==> src/rtl/preenche_buffer_if.sv <==
// rtl/preenche_buffer_if.sv - fill request, write-port handshake and status bundle
interface preenche_buffer_if #(
    parameter int COORD_W = 11,
    parameter int COLOR_W = 12
);
    logic               start;
    logic               mode;
    logic [COORD_W-1:0] x0;
    logic [COORD_W-1:0] y0;
    logic [COORD_W-1:0] x1;
    logic [COORD_W-1:0] y1;
    logic [COLOR_W-1:0] fill_color;
    logic               abort;
    logic               wr_ready;
    logic [COORD_W-1:0] x_coord;
    logic [COORD_W-1:0] y_coord;
    logic [COLOR_W-1:0] wr_data;
    logic               wr_en;
    logic               busy;
    logic               done;

    modport master (
        output start, mode, x0, y0, x1, y1, fill_color, abort, wr_ready,
        input  x_coord, y_coord, wr_data, wr_en, busy, done
    );

    modport slave (
        input  start, mode, x0, y0, x1, y1, fill_color, abort, wr_ready,
        output x_coord, y_coord, wr_data, wr_en, busy, done
    );
endinterface

==> src/rtl/preenche_buffer.sv <==
// rtl/preenche_buffer.sv - raster-order frame/rectangle fill address generator
module preenche_buffer #(
    parameter int H_RES   = 320,
    parameter int V_RES   = 240,
    parameter int COORD_W = 11,
    parameter int COLOR_W = 12
) (
    input  logic              clock,
    input  logic              reset,
    preenche_buffer_if.slave  bus
);
    localparam logic [COORD_W-1:0] X_MAX = COORD_W'(H_RES - 1);
    localparam logic [COORD_W-1:0] Y_MAX = COORD_W'(V_RES - 1);

    typedef enum logic [1:0] {S_IDLE, S_FILL, S_DONE} state_t;

    state_t             state, state_next;
    logic [COORD_W-1:0] x_cur, y_cur;
    logic [COORD_W-1:0] x_start, x_end, y_end;
    logic [COLOR_W-1:0] color_q;

    logic [COORD_W-1:0] req_x0, req_y0, req_x1, req_y1;
    logic               req_empty, accept, xfer, at_x_end, at_last;

    // Only the far corner is clamped; an off-screen near corner makes the region empty.
    always_comb begin
        req_x0    = bus.mode ? bus.x0 : '0;
        req_y0    = bus.mode ? bus.y0 : '0;
        req_x1    = (bus.mode && bus.x1 <= X_MAX) ? bus.x1 : X_MAX;
        req_y1    = (bus.mode && bus.y1 <= Y_MAX) ? bus.y1 : Y_MAX;
        req_empty = (req_x0 > req_x1) || (req_y0 > req_y1);
        accept    = (state == S_IDLE) && bus.start && !bus.abort;
        xfer      = (state == S_FILL) && bus.wr_ready && !bus.abort;
        at_x_end  = (x_cur == x_end);
        at_last   = at_x_end && (y_cur == y_end);
    end

    always_ff @(posedge clock or posedge reset) begin
        if (reset) begin
            state <= S_IDLE;
        end else begin
            state <= state_next;
        end
    end

    always_comb begin
        state_next = state;
        case (state)
            S_IDLE: begin
                if (accept) begin
                    state_next = req_empty ? S_DONE : S_FILL;
                end
            end
            S_FILL: begin
                if (bus.abort) begin
                    state_next = S_IDLE;
                end else if (xfer && at_last) begin
                    state_next = S_DONE;
                end
            end
            S_DONE:  state_next = S_IDLE;
            default: state_next = S_IDLE;
        endcase
    end

    always_ff @(posedge clock or posedge reset) begin
        if (reset) begin
            x_cur   <= '0;
            y_cur   <= '0;
            x_start <= '0;
            x_end   <= '0;
            y_end   <= '0;
            color_q <= '0;
        end else if (accept) begin
            color_q <= bus.fill_color;
            // Coordinates stay untouched for an empty region so they never leave the screen.
            if (!req_empty) begin
                x_cur   <= req_x0;
                y_cur   <= req_y0;
                x_start <= req_x0;
                x_end   <= req_x1;
                y_end   <= req_y1;
            end
        end else if (xfer && !at_last) begin
            if (at_x_end) begin
                x_cur <= x_start;
                y_cur <= y_cur + COORD_W'(1);
            end else begin
                x_cur <= x_cur + COORD_W'(1);
            end
        end
    end

    always_comb begin
        bus.wr_en   = (state == S_FILL);
        bus.busy    = (state != S_IDLE);
        bus.done    = (state == S_DONE);
        bus.x_coord = x_cur;
        bus.y_coord = y_cur;
        bus.wr_data = color_q;
    end
endmodule

==> src/flat_wrapper.sv <==
// flat-port wrapper written by rule: the top's interface ports become plain ports
module preenche_buffer_flat 
#(
    parameter int H_RES   = 320,
    parameter int V_RES   = 240,
    parameter int COORD_W = 11,
    parameter int COLOR_W = 12
)
  (clock, reset, bus_start, bus_mode, bus_x0, bus_y0, bus_x1, bus_y1, bus_fill_color, bus_abort, bus_wr_ready, bus_x_coord, bus_y_coord, bus_wr_data, bus_wr_en, bus_busy, bus_done);
  preenche_buffer_if #(.COORD_W(COORD_W), .COLOR_W(COLOR_W)) bus_i ();
  input  logic clock;
  input  logic reset;
  input wire logic [$bits(bus_i.start)-1:0] bus_start;
  input wire logic [$bits(bus_i.mode)-1:0] bus_mode;
  input wire logic [$bits(bus_i.x0)-1:0] bus_x0;
  input wire logic [$bits(bus_i.y0)-1:0] bus_y0;
  input wire logic [$bits(bus_i.x1)-1:0] bus_x1;
  input wire logic [$bits(bus_i.y1)-1:0] bus_y1;
  input wire logic [$bits(bus_i.fill_color)-1:0] bus_fill_color;
  input wire logic [$bits(bus_i.abort)-1:0] bus_abort;
  input wire logic [$bits(bus_i.wr_ready)-1:0] bus_wr_ready;
  output wire logic [$bits(bus_i.x_coord)-1:0] bus_x_coord;
  output wire logic [$bits(bus_i.y_coord)-1:0] bus_y_coord;
  output wire logic [$bits(bus_i.wr_data)-1:0] bus_wr_data;
  output wire logic [$bits(bus_i.wr_en)-1:0] bus_wr_en;
  output wire logic [$bits(bus_i.busy)-1:0] bus_busy;
  output wire logic [$bits(bus_i.done)-1:0] bus_done;
  assign bus_i.start = bus_start;
  assign bus_i.mode = bus_mode;
  assign bus_i.x0 = bus_x0;
  assign bus_i.y0 = bus_y0;
  assign bus_i.x1 = bus_x1;
  assign bus_i.y1 = bus_y1;
  assign bus_i.fill_color = bus_fill_color;
  assign bus_i.abort = bus_abort;
  assign bus_i.wr_ready = bus_wr_ready;
  assign bus_x_coord = bus_i.x_coord;
  assign bus_y_coord = bus_i.y_coord;
  assign bus_wr_data = bus_i.wr_data;
  assign bus_wr_en = bus_i.wr_en;
  assign bus_busy = bus_i.busy;
  assign bus_done = bus_i.done;
  preenche_buffer #(.H_RES(H_RES), .V_RES(V_RES), .COORD_W(COORD_W), .COLOR_W(COLOR_W)) u_core (.clock(clock), .reset(reset), .bus(bus_i));
endmodule
==> config.mk <==
export PLATFORM = sky130hd
export DESIGN_NAME = preenche_buffer_flat
export DESIGN_NICKNAME = d
export VERILOG_FILES = /design/src/rtl/preenche_buffer_if.sv /design/src/rtl/preenche_buffer.sv /design/src/flat_wrapper.sv
export SDC_FILE = /design/constraint.sdc
export NUM_CORES = 1
export LEC_CHECK = 0
export BUFFER_PORTS_ARGS = -buffer_cell sky130_fd_sc_hd__buf_4
export CAP_MARGIN = 20
export CORE_MARGIN = 2
export CORE_UTILIZATION = 59
export DETAILED_ROUTE_END_ITERATION = 7
export PLACE_DENSITY = 0.89
export SLEW_MARGIN = 20
export SYNTH_ARGS = -nofsm -noshare
export SYNTH_HDL_FRONTEND = slang
export SYNTH_SLANG_ARGS = --single-unit
==> constraint.sdc <==
create_clock -name clock -period 3.1 [get_ports clock]
set_clock_uncertainty 0.2 [all_clocks]
set_input_delay 0.31 -clock clock [delete_from_list [all_inputs] [get_ports clock]]
set_output_delay 0.31 -clock clock [all_outputs]
set_load 0.1 [all_outputs]
==> results of run 1 <==
[path summary, 6_finish.rpt]
| check | end | slack (ns) |
|---|---|---|
| max reg2reg | u_core.bus.x_coord[7] | 0.60 |
| min in group asynchronous | u_core.bus.y_coord[5] | 0.44 |
| max in group asynchronous | u_core.y_end[5] | 1.63 |
| max | u_core.bus.y_coord[5] | 0.17 |
| min reg2reg | u_core.bus.wr_data[7] | 0.28 |
| min | u_core.y_end[3] | 0.04 |
[cell type report]
| type | instances | area [um2] | share of cell area |
|---|---|---|---|
| repair buffers | 146 | 1160 | 0.196 |
| multi-input cells | 372 | 2640 | 0.448 |
| clock buffers | 14 | 193 | 0.0326 |
| well taps | 99 | 124 | 0.0210 |
| inverters | 7 | 26.3 | 0.00445 |
| clock inverters | 2 | 37.5 | 0.00635 |
| flip-flops and latches | 69 | 1730 | 0.292 |
[power groups by stage]
stage	registers (mW)	logic, mW	clock network, mW
finish	1.49	2.50	0.816
global route	1.52	2.62	0.861
CTS	1.47	2.49	0.819
detailed placement	1.48	2.47	0
global placement	1.47	2.40	0
floorplan	2.43	0.944	0
[state kept, by name (all words and copies together) (netlist names)]
| name | cells |
|---|---|
| u_core.x_end | 11 |
| u_core.bus.x_coord | 11 |
| u_core.bus.y_coord | 11 |
| u_core.x_start | 11 |
| u_core.bus.wr_data | 12 |
| u_core.state | 2 |
| u_core.y_end | 11 |
[cells in the final DEF, fill, tap and decap left out, types with 5 or more instances in the layout]
| cell type | instances |
|---|---|
| a21oi_1 | 14 |
| and2_1 | 24 |
| buf_4 | 130 |
| clkbuf_8 | 14 |
| conb_1 | 5 |
| dfrtp_1 | 69 |
| dlygate4sd3_1 | 14 |
| ha_1 | 24 |
| inv_1 | 6 |
| mux2_4 | 19 |
| mux2i_1 | 9 |
| nand2_1 | 85 |
| nand3_1 | 8 |
| nand4_1 | 9 |
| nor2_1 | 29 |
| nor3_1 | 7 |
| o21ai_0 | 33 |
| o221a_2 | 5 |
| or2_2 | 5 |
| xor2_1 | 26 |
[cells by family (layout without fill, tap and decap cells)]
group / Yosys count / after routing
and+or+nand+nor: 199 / 199
xor gates and xnor gates: 31 / 31
DFF: 69 / 69
AOI/OAI and AO/OA: 83 / 83
muxes: 30 / 30
adders and majority gates: 24 / 24
other: 1 / 5
buffers and inverters: 31 / 169
[metal layers]
metal,vias up,GRT usage
li1,1920,-
met5,-,0
met3,17,0.0705
met2,217,0.488
met4,0,0.0972
met1,1932,0.401
[worst register-to-register path: stages, from the launching register on]
cell	delay, ns
dfrtp_1	0.49
xor2_1	0.23
nor4_2	0.35
nand3_2	0.24
nor2_2	0.28
o21ai_4	0.11
buf_12	0.17
mux2_4	0.29
[timing repair]
item | 4_1_cts | 5_1_grt
gates resized for setup | 0 | 3
endpoints found under the hold margin | 45 | 0
endpoints found under the setup margin | 0 | 55
hold buffers | 14 | 0
==> results.md, run 1 <==
* Status: completed
* Postcts setup bufs at 0
* RSZ-0062 raised after global routing: no
* Total GRT Usage at 0.302
* Initial antenna violation count at 0
* Worst Path Arrival at 2.97 ns
* Via/cell ratio at 5.76
* CTS Buf Count at 9
* Sum of negative setup slack at 0 ns
* Die Y at 91.5 um
* Clock-pin slew on the worst setup and hold paths at 0.08 ns
* Worst path max stage delay at 0.33 ns
* IO Port Bufs at 98
* Top cells by count, synth: 86 x nand2_1, 69 x dfrtp_1, 33 x o21ai_0
* Worst setup startpoint: bus_y1[8]
* Worst r2r src: u_core.bus.y_coord[9]
* Clock buffer depth at 2
* Cell Area, Synth at 4520 um2
* Largest family of logic cells by synthesized area: simple AND/OR/NAND/NOR gates
* Sw power at 2.41 mW
* Count leader, synth: nand2_1
* Post-synth EDFFs at 0
* Hold slack at 0.0448 ns
* Congestion Overflow GR at 0
* Internal at 2.40 mW
* Area Growth Syn to Fin at 30.8%
* XOR/XNOR Fraction of Synth Area at 0.0618
* Router iterations before antenna repair at 5
* Routability congestion estimate at 0.926
* Switching Share at 0.501
* Critical path type: input port to register
* Max-cap check violation count at 0
* Placement Setup Slack at -0.308 ns
* Fillcell total at 443
* Critical path's top delay family: simple AND/OR/NAND/NOR gates
* DR WL met3 at 1030 um
* Post-synthesis mux area share at 0.0881
* H-tree lvl count at 3
* Crit. End Element: register
* FP Rows at 31
* Antenna diodes at 0
* Critical path, cell by cell: buf_4 > nor4b_2 > nand2_2 > nor2_1 > ha_1 > or2_2 > a221oi_1 > a21o_1 > o221ai_4 > buf_4 > or2_2 > o211a_1
* Root Driver: clkbuf_8
* Post-synth top area cell: dfrtp_1
* Sequential power share at 0.310
* Die outline area at 8370 um2
* Worst path slowest cell: nor4b_2
* Clock power share at 0.170
* Actual slew at the worst max-slew pin at 0.706 ns
* Total power at 4.81 mW
* Fraction of layout cells with a size suffix above 1 at 0.338
* Residual DRC count at 0
* Post-Layout Inst Area at 5910 um2
* Non-Filler Instances at 709
* WP buf/inv at 2
* Fmax at 342 MHz
* Final hold viol count at 0
* Final antenna-violating net count at 0
* Pins Over Slew Limit at 0
* Worst EP required at 3.14 ns
* Synth unique cells at 63
* Post-route setup slack at 0.173 ns
* Post-synthesis compound-gate area fraction at 0.128
* Core Area at 7330 um2
* Syn. warnings at 0
* Relative slew slack at 0.529
* Syn avg cell area at 9.65 um2
* Comb pwr share at 0.520
* Initial core utilization at 0.616
* Final setup vio count at 0
* Leak pwr at 3.00 nW
* WP depth at 12
* Worst skew pair latency at 0.35 ns
* Cells after Synth at 468
* Vias in the first global route at 4189
* Hold wc startpoint: bus_y1[3]
* DP Area at 5530 um2
* Top_reg_cell synth: dfrtp_1
* Post-Synth Simple-Gate Area at 0.230
* Wire per inst at 17.1 um
* CTS tree: yes
* Tcrit/Tclk final at 0.944
* Synth area leaders: dfrtp_1 38%, nand2_1 7.1%, ha_1 6.7%
* Drt total wl at 12100 um
* Pwr dens at 814 nW/um2
* Largest net degree at the start of global routing at 38
* Post-synth ARST share at 1.00
* I/O Pins at 99
* Post-DP HPWL at 8960 um
* First-pass GRT wire length at 20000 um
* Hold Crit Depth at 3
* FF+latch count, synth at 69
* Worst-path fanout max at 7
* Fin nets at 691
* Max layer used: met4
* Met2 Wirelength at 5820 um
* Die X at 91.5 um
* CP Launch Type: input port
* DP Cell Count at 679
* Clock period minus worst slack at 2.93 ns
* Sequential element share of the synthesized area at 0.382
* Yosys top cell area share at 0.382
* Synthesized-area fraction occupied by adder cells at 0.0665
* DR vias at 4086
* Worst Reg-to-Reg Cells at 7
* HP Class: input port to register
* Final design utilization at 0.806
* CTS sink cnt at 69
* Worst vdd ir at 0.482 mV
* Initial DRC count at 404
* Metal-1 WL at 5080 um
(Power assumes the default switching activity.)
==> run 2, diff against run 1 <==
--- a/config.mk
+++ b/config.mk
@@ -8,10 +8,9 @@
 export BUFFER_PORTS_ARGS = -buffer_cell sky130_fd_sc_hd__buf_4
 export CAP_MARGIN = 20
 export CORE_MARGIN = 2
-export CORE_UTILIZATION = 59
+export CORE_UTILIZATION = 50
 export DETAILED_ROUTE_END_ITERATION = 7
-export PLACE_DENSITY = 0.89
-export SLEW_MARGIN = 20
+export PLACE_DENSITY = 0.77
 export SYNTH_ARGS = -nofsm -noshare
 export SYNTH_HDL_FRONTEND = slang
 export SYNTH_SLANG_ARGS = --single-unit
==> run 2 against run 1 <==
Net effect: cell count rose by 2.3%; worst setup slack improved by 0.080 ns; count of clock-buffer cells in the layout fell by 2; sequential power barely moved; worst hold slack got worse by 0.013 ns; sequential share of layout area fell by 0.28 points; register-to-register slack improved by 0.07 ns; utilization fell by 12 points; routed wire length fell by 5.0%; design area rose by 0.97%; critical path depth did not move.
==> results.md, run 2 (same netlist as run 1, synthesis figures left out) <==
* Die Y at 99.0 um
* Worst r2r src: u_core.bus.x_coord[3]
* Die outline area at 9810 um2
* Core Area at 8720 um2
* Crit. End Element: register
* Root Driver: clkbuf_8
* R2r endpoint: u_core.bus.y_coord[8]
* Fraction of layout cells with a size suffix above 1 at 0.344
* DR vias at 3994
* IO Port Bufs at 98
* Relative slew slack at 0.422
* Wire per inst at 15.9 um
* Actual slew at the worst max-slew pin at 0.867 ns
* Worst setup startpoint: bus_y1[8]
* FF+latch area at 1730 um2
* FP Rows at 34
* Worst Reg-to-Reg Cells at 6
* RSZ-0062 raised after global routing: no
* Most frequent cells in the layout: 137 x buf_4, 85 x nand2_1, 69 x dfrtp_1, 33 x o21ai_0, 30 x nor2_1
* Initial antenna violation count at 0
* Multi-input logic area at 2640 um2
* Worst-path fanout max at 8
* Clock buffer depth at 2
* Congestion Overflow GR at 0
* Final setup vio count at 0
* Worst Path Arrival at 2.87 ns
* Commonest non-fill, non-tap cell in the layout: buf_4
* Post-route setup slack at 0.254 ns
* CP Launch Type: input port
* Tcrit/Tclk final at 0.918
* First-pass GRT wire length at 19100 um
* R2r setup slk at 0.67 ns
* Routability congestion estimate at 0.921
* Worst skew pair latency at 0.35 ns
* I/O Pins at 99
* Clock period minus worst slack at 2.85 ns
* Antenna diodes at 0
* Area Growth Syn to Fin at 32.1%
* Post-DP HPWL at 8610 um
* Initial core utilization at 0.518
* Worst vdd ir at 0.390 mV
* Total GRT Usage at 0.243
* Initial DRC count at 248
* CTS sink cnt at 69
* Switching Share at 0.495
* Final antenna-violating net count at 0
* Leak pwr at 3.04 nW
* HP Class: input port to asynchronous set/reset pin
* Via/cell ratio at 5.51
* Pins Over Slew Limit at 0
* Pwr dens at 803 nW/um2
* Fillcell total at 682
* Fin nets at 698
* Die X at 99.0 um
* Worst EP required at 3.13 ns
* Critical path type: input port to register
* Clock power share at 0.173
* Fmax at 351 MHz
* Placement Setup Slack at -0.262 ns
* CTS tree: yes
* Setup crit end: u_core.bus.x_coord[5]
* Status: completed
* Max FFs per register at 12
* Max-cap check violation count at 0
* CTS Buf Count at 9
* Residual DRC count at 0
* Total power at 4.79 mW
* Sequential power share at 0.308
* Comb pwr share at 0.519
* Vias in the first global route at 3909
* Sw power at 2.37 mW
* Clock-pin slew on the worst setup and hold paths at 0.07 ns
* Largest net degree at the start of global routing at 70
* Drt total wl at 11500 um
* Final hold viol count at 0
* H-tree lvl count at 3
* Router iterations before antenna repair at 5
* Internal at 2.42 mW
## run 2: power groups by stage
stage | clock (mW) | combinational, mW | sequential [mW]
after floorplan | 0 | 0.944 | 2.43
after global placement | 0 | 2.42 | 1.47
after detailed placement | 0 | 2.47 | 1.48
after CTS | 0.845 | 2.49 | 1.47
after global routing | 0.885 | 2.63 | 1.51
final | 0.829 | 2.49 | 1.47
## run 2: timing repair
action | in CTS | in global routing
buffers inserted | 0 | 0
endpoints found under the setup margin | 0 | 49
resized for setup | 0 | 3
hold endpoints to repair | 13 | 0
hold buffers | 13 | 0
## run 2: metrics by stage
| stage | utilization | instance area (um2) | TNS, ns | cells | hold slack [ns] |
|---|---|---|---|---|---|
| 2_1_floorplan | - | 4530 | 0 | 472 | 0.183 |
| 3_3_place_gp | 0.642 | 5600 | -6.61 | 696 | 0.258 |
| 3_5_place_dp | 0.642 | 5600 | -9.08 | 696 | 0.266 |
| 4_1_cts | 0.682 | 5950 | 0 | 725 | 0.0512 |
| 5_1_grt | 0.684 | 5960 | 0 | 725 | 0.0741 |
| 6_report | 0.684 | 5960 | 0 | 725 | 0.0321 |
## run 2: cell type report
type / instances / area share
Sequential cell: 69 / 0.289
Inverter: 7 / 0.00441
Clock buffer: 12 / 0.0260
Tap cell: 108 / 0.0227
Multi-Input combinational cell: 372 / 0.443
Clock inverter: 4 / 0.0117
Timing Repair Buffer: 153 / 0.203
## run 2: worst min-delay path by stage
stage / from / end / slack, ns / cells past startpoint
after floorplan: bus_abort / u_core.state[1] / 0.18 / 1
after global placement: u_core.bus.wr_data[4] / u_core.bus.wr_data[4] / 0.26 / 2
after detailed placement: u_core.x_start[9] / u_core.x_start[9] / 0.27 / 2
after CTS: bus_y1[3] / u_core.y_end[3] / 0.05 / 3
after global routing: bus_y1[2] / u_core.y_end[2] / 0.07 / 3
final: reset / u_core.bus.wr_data[9] / 0.03 / 3
## run 2: critical path: stages
cell      delay, ns
buf_4          0.11
nor4b_2        0.33
nand2_2        0.15
nor2_1         0.17
ha_1           0.26
or2_2          0.27
a221oi_1       0.28
a21o_1         0.19
o221ai_4       0.17
o21ai_4        0.16
buf_12         0.17
mux2_4         0.30
## run 2: per-layer routing
metal | vias up | share of wire | GRT usage
met2 | 150 | 0.46 | 0.376
li1 | 1932 | - | -
met3 | 16 | 0.065 | 0.0362
met5 | - | 0 | 0
met1 | 1896 | 0.46 | 0.355
met4 | 0 | 0.015 | 0.0738
==> run 3, diff against run 2 <==
--- a/config.mk
+++ b/config.mk
@@ -5,12 +5,12 @@
 export SDC_FILE = /design/constraint.sdc
 export NUM_CORES = 1
 export LEC_CHECK = 0
-export BUFFER_PORTS_ARGS = -buffer_cell sky130_fd_sc_hd__buf_4
 export CAP_MARGIN = 20
 export CORE_MARGIN = 2
 export CORE_UTILIZATION = 50
 export DETAILED_ROUTE_END_ITERATION = 7
-export PLACE_DENSITY = 0.77
+export DONT_BUFFER_PORTS = 1
+export PLACE_DENSITY = 0.68
 export SYNTH_ARGS = -nofsm -noshare
 export SYNTH_HDL_FRONTEND = slang
 export SYNTH_SLANG_ARGS = --single-unit
==> run 3 against run 2 <==
Net effect: flip-flop and latch count did not move; critical path type unchanged; first-iteration DRC count rose by 0.40%; worst hold slack got worse by 0.023 ns; count of clock-buffer cells in the layout did not move; sequential power rose by 17%; sequential share of layout area rose by 3.4 points; routed wire length fell by 2.9%.
==> results.md, run 3 (same netlist as run 1, synthesis figures left out) <==
* Status: completed
* CTS Buf Count at 9
* Clock-pin slew on the worst setup and hold paths at 0.07 ns
* Fin nets at 616
* Sum of negative setup slack at 0 ns
* Routability congestion estimate at 0.911
* Worst r2r src: u_core.bus.x_coord[3]
* CP dominant cell by count: buf_4
* RSZ-0062 raised after global routing: no
* CTS tree: yes
* HP Class: input port to register
* Core Area at 8720 um2
* FP Rows at 34
* Final hold viol count at 0
* Pwr dens at 847 nW/um2
* Commonest non-fill, non-tap cell in the layout: nand2_1
* Largest net degree at the start of global routing at 70
* Worst vdd ir at 0.361 mV
* Vias in the first global route at 3721
* Worst path max stage delay at 0.55 ns
* Final setup vio count at 0
* Critical path, cell by cell: dlygate4sd3_1 > nor2_1 > ha_1 > a21oi_1 > a21oi_1 > a2111oi_2 > buf_4 > o221ai_4 > buf_4 > buf_4 > buf_4 > o21ai_0
* Multi-input logic area at 2640 um2
* IO Port Bufs at 0
* Drt total wl at 11200 um
* Die X at 99.0 um
* Clock period minus worst slack at 2.86 ns
* Hold wc startpoint: bus_x0[0]
* Antenna diodes at 0
* Worst Path Arrival at 2.90 ns
* Non-Filler Instances at 641
* Area Growth Syn to Fin at 18.0%
* Most frequent cells in the layout: 85 x nand2_1, 69 x dfrtp_1, 45 x buf_4, 33 x o21ai_0, 30 x nor2_1
* FF+latch area at 1730 um2
* Root Driver: clkbuf_8
* Actual slew at the worst max-slew pin at 0.897 ns
* Clock buffer depth at 2
* Wire per inst at 17.4 um
* Worst skew pair latency at 0.34 ns
* Post-DP HPWL at 8330 um
* Tcrit/Tclk final at 0.922
* H-tree lvl count at 3
* Die Y at 99.0 um
* Final antenna-violating net count at 0
* Die outline area at 9810 um2
* Leak pwr at 2.61 nW
* Worst-path fanout max at 9
* DR vias at 3657
* Initial DRC count at 249
* Congestion Overflow GR at 0
* Router iterations before antenna repair at 5
* Initial antenna violation count at 0
* Total power at 4.51 mW
* Fmax at 350 MHz
* Pins Over Slew Limit at 0
* Residual DRC count at 0
* DP Cell Count at 603
* Relative slew slack at 0.402
* Max-cap check violation count at 0
* Fillcell total at 749
* CP Launch Type: input port
* Post-Layout Inst Area at 5330 um2
* Worst path slowest cell: dlygate4sd3_1
* Postcts setup bufs at 0
* Critical path type: input port to register
* CTS sink cnt at 69
* Max FFs per register at 12
* Worst EP required at 3.15 ns
* Crit. End Element: register
* Final design utilization at 0.611
* I/O Pins at 99
* Fraction of layout cells with a size suffix above 1 at 0.220
* Total GRT Usage at 0.236
* DP Area at 4900 um2
* Worst setup startpoint: bus_y1[2]
* Initial core utilization at 0.518
* Via/cell ratio at 5.71
* First-pass GRT wire length at 18300 um
-- run 3: worst paths after layout --
kind                            depth (start not counted)  slack [ns]                     to
worst max-delay path                                   12        0.24        u_core.y_end[1]
worst min-delay path                                    2       0.009      u_core.x_start[0]
worst max register to register                          6        0.68  u_core.bus.y_coord[8]
worst min register to register                          2        0.28      u_core.x_start[0]
max in group asynchronous                               3        2.10  u_core.bus.y_coord[0]
min in group asynchronous                               3        0.31  u_core.bus.x_coord[6]
-- run 3: worst max-delay path: cells and delay by family --
family                   cells  cell delay (ns)
buffers and inverters        5             1.27
AO/OA/AOI/OAI                5             0.91
adder cells (fa/ha/maj)      1             0.27
AND/OR/NAND/NOR              1             0.14
-- run 3: layout make-up --
cell class | count | share of cell area
clock buffer | 12 | 0.0272
clock inverter | 2 | 0.00657
inverter | 7 | 0.00493
multi-input combinational | 372 | 0.496
sequential | 69 | 0.324
tap | 108 | 0.0254
timing repair buffer | 71 | 0.116
-- run 3: metal layers --
| metal | routed length, um | global-route usage | vias up |
|---|---|---|---|
| li1 | - | - | 1763 |
| met1 | 5310 | 0.341 | 1751 |
| met2 | 4980 | 0.365 | 135 |
| met3 | 759 | 0.0440 | 8 |
| met4 | 116 | 0.0622 | 0 |
| met5 | 0 | 0 | - |
-- run 3: through the flow --
| step | hold WS, ns | setup slack (ns) |
|---|---|---|
| 2_1_floorplan | 0.183 | 0.0959 |
| 3_3_place_gp | 0.108 | -0.101 |
| 3_5_place_dp | 0.107 | -0.237 |
| 4_1_cts | 0.000151 | 0.116 |
| 5_1_grt | 0.0123 | 0.00959 |
| 6_report | 0.00935 | 0.242 |
-- run 3: where the power goes --
part,internal (mW),total (mW),switching (mW)
logic,0.665,2.09,1.43
registers,1.14,1.72,0.581
clock network,0.384,0.700,0.316
-- run 3: timing repair --
item	CTS	global route
resized for setup	0	2
endpoints found under the setup margin	0	42
hold buffers	24	0
endpoints found under the hold margin	92	0
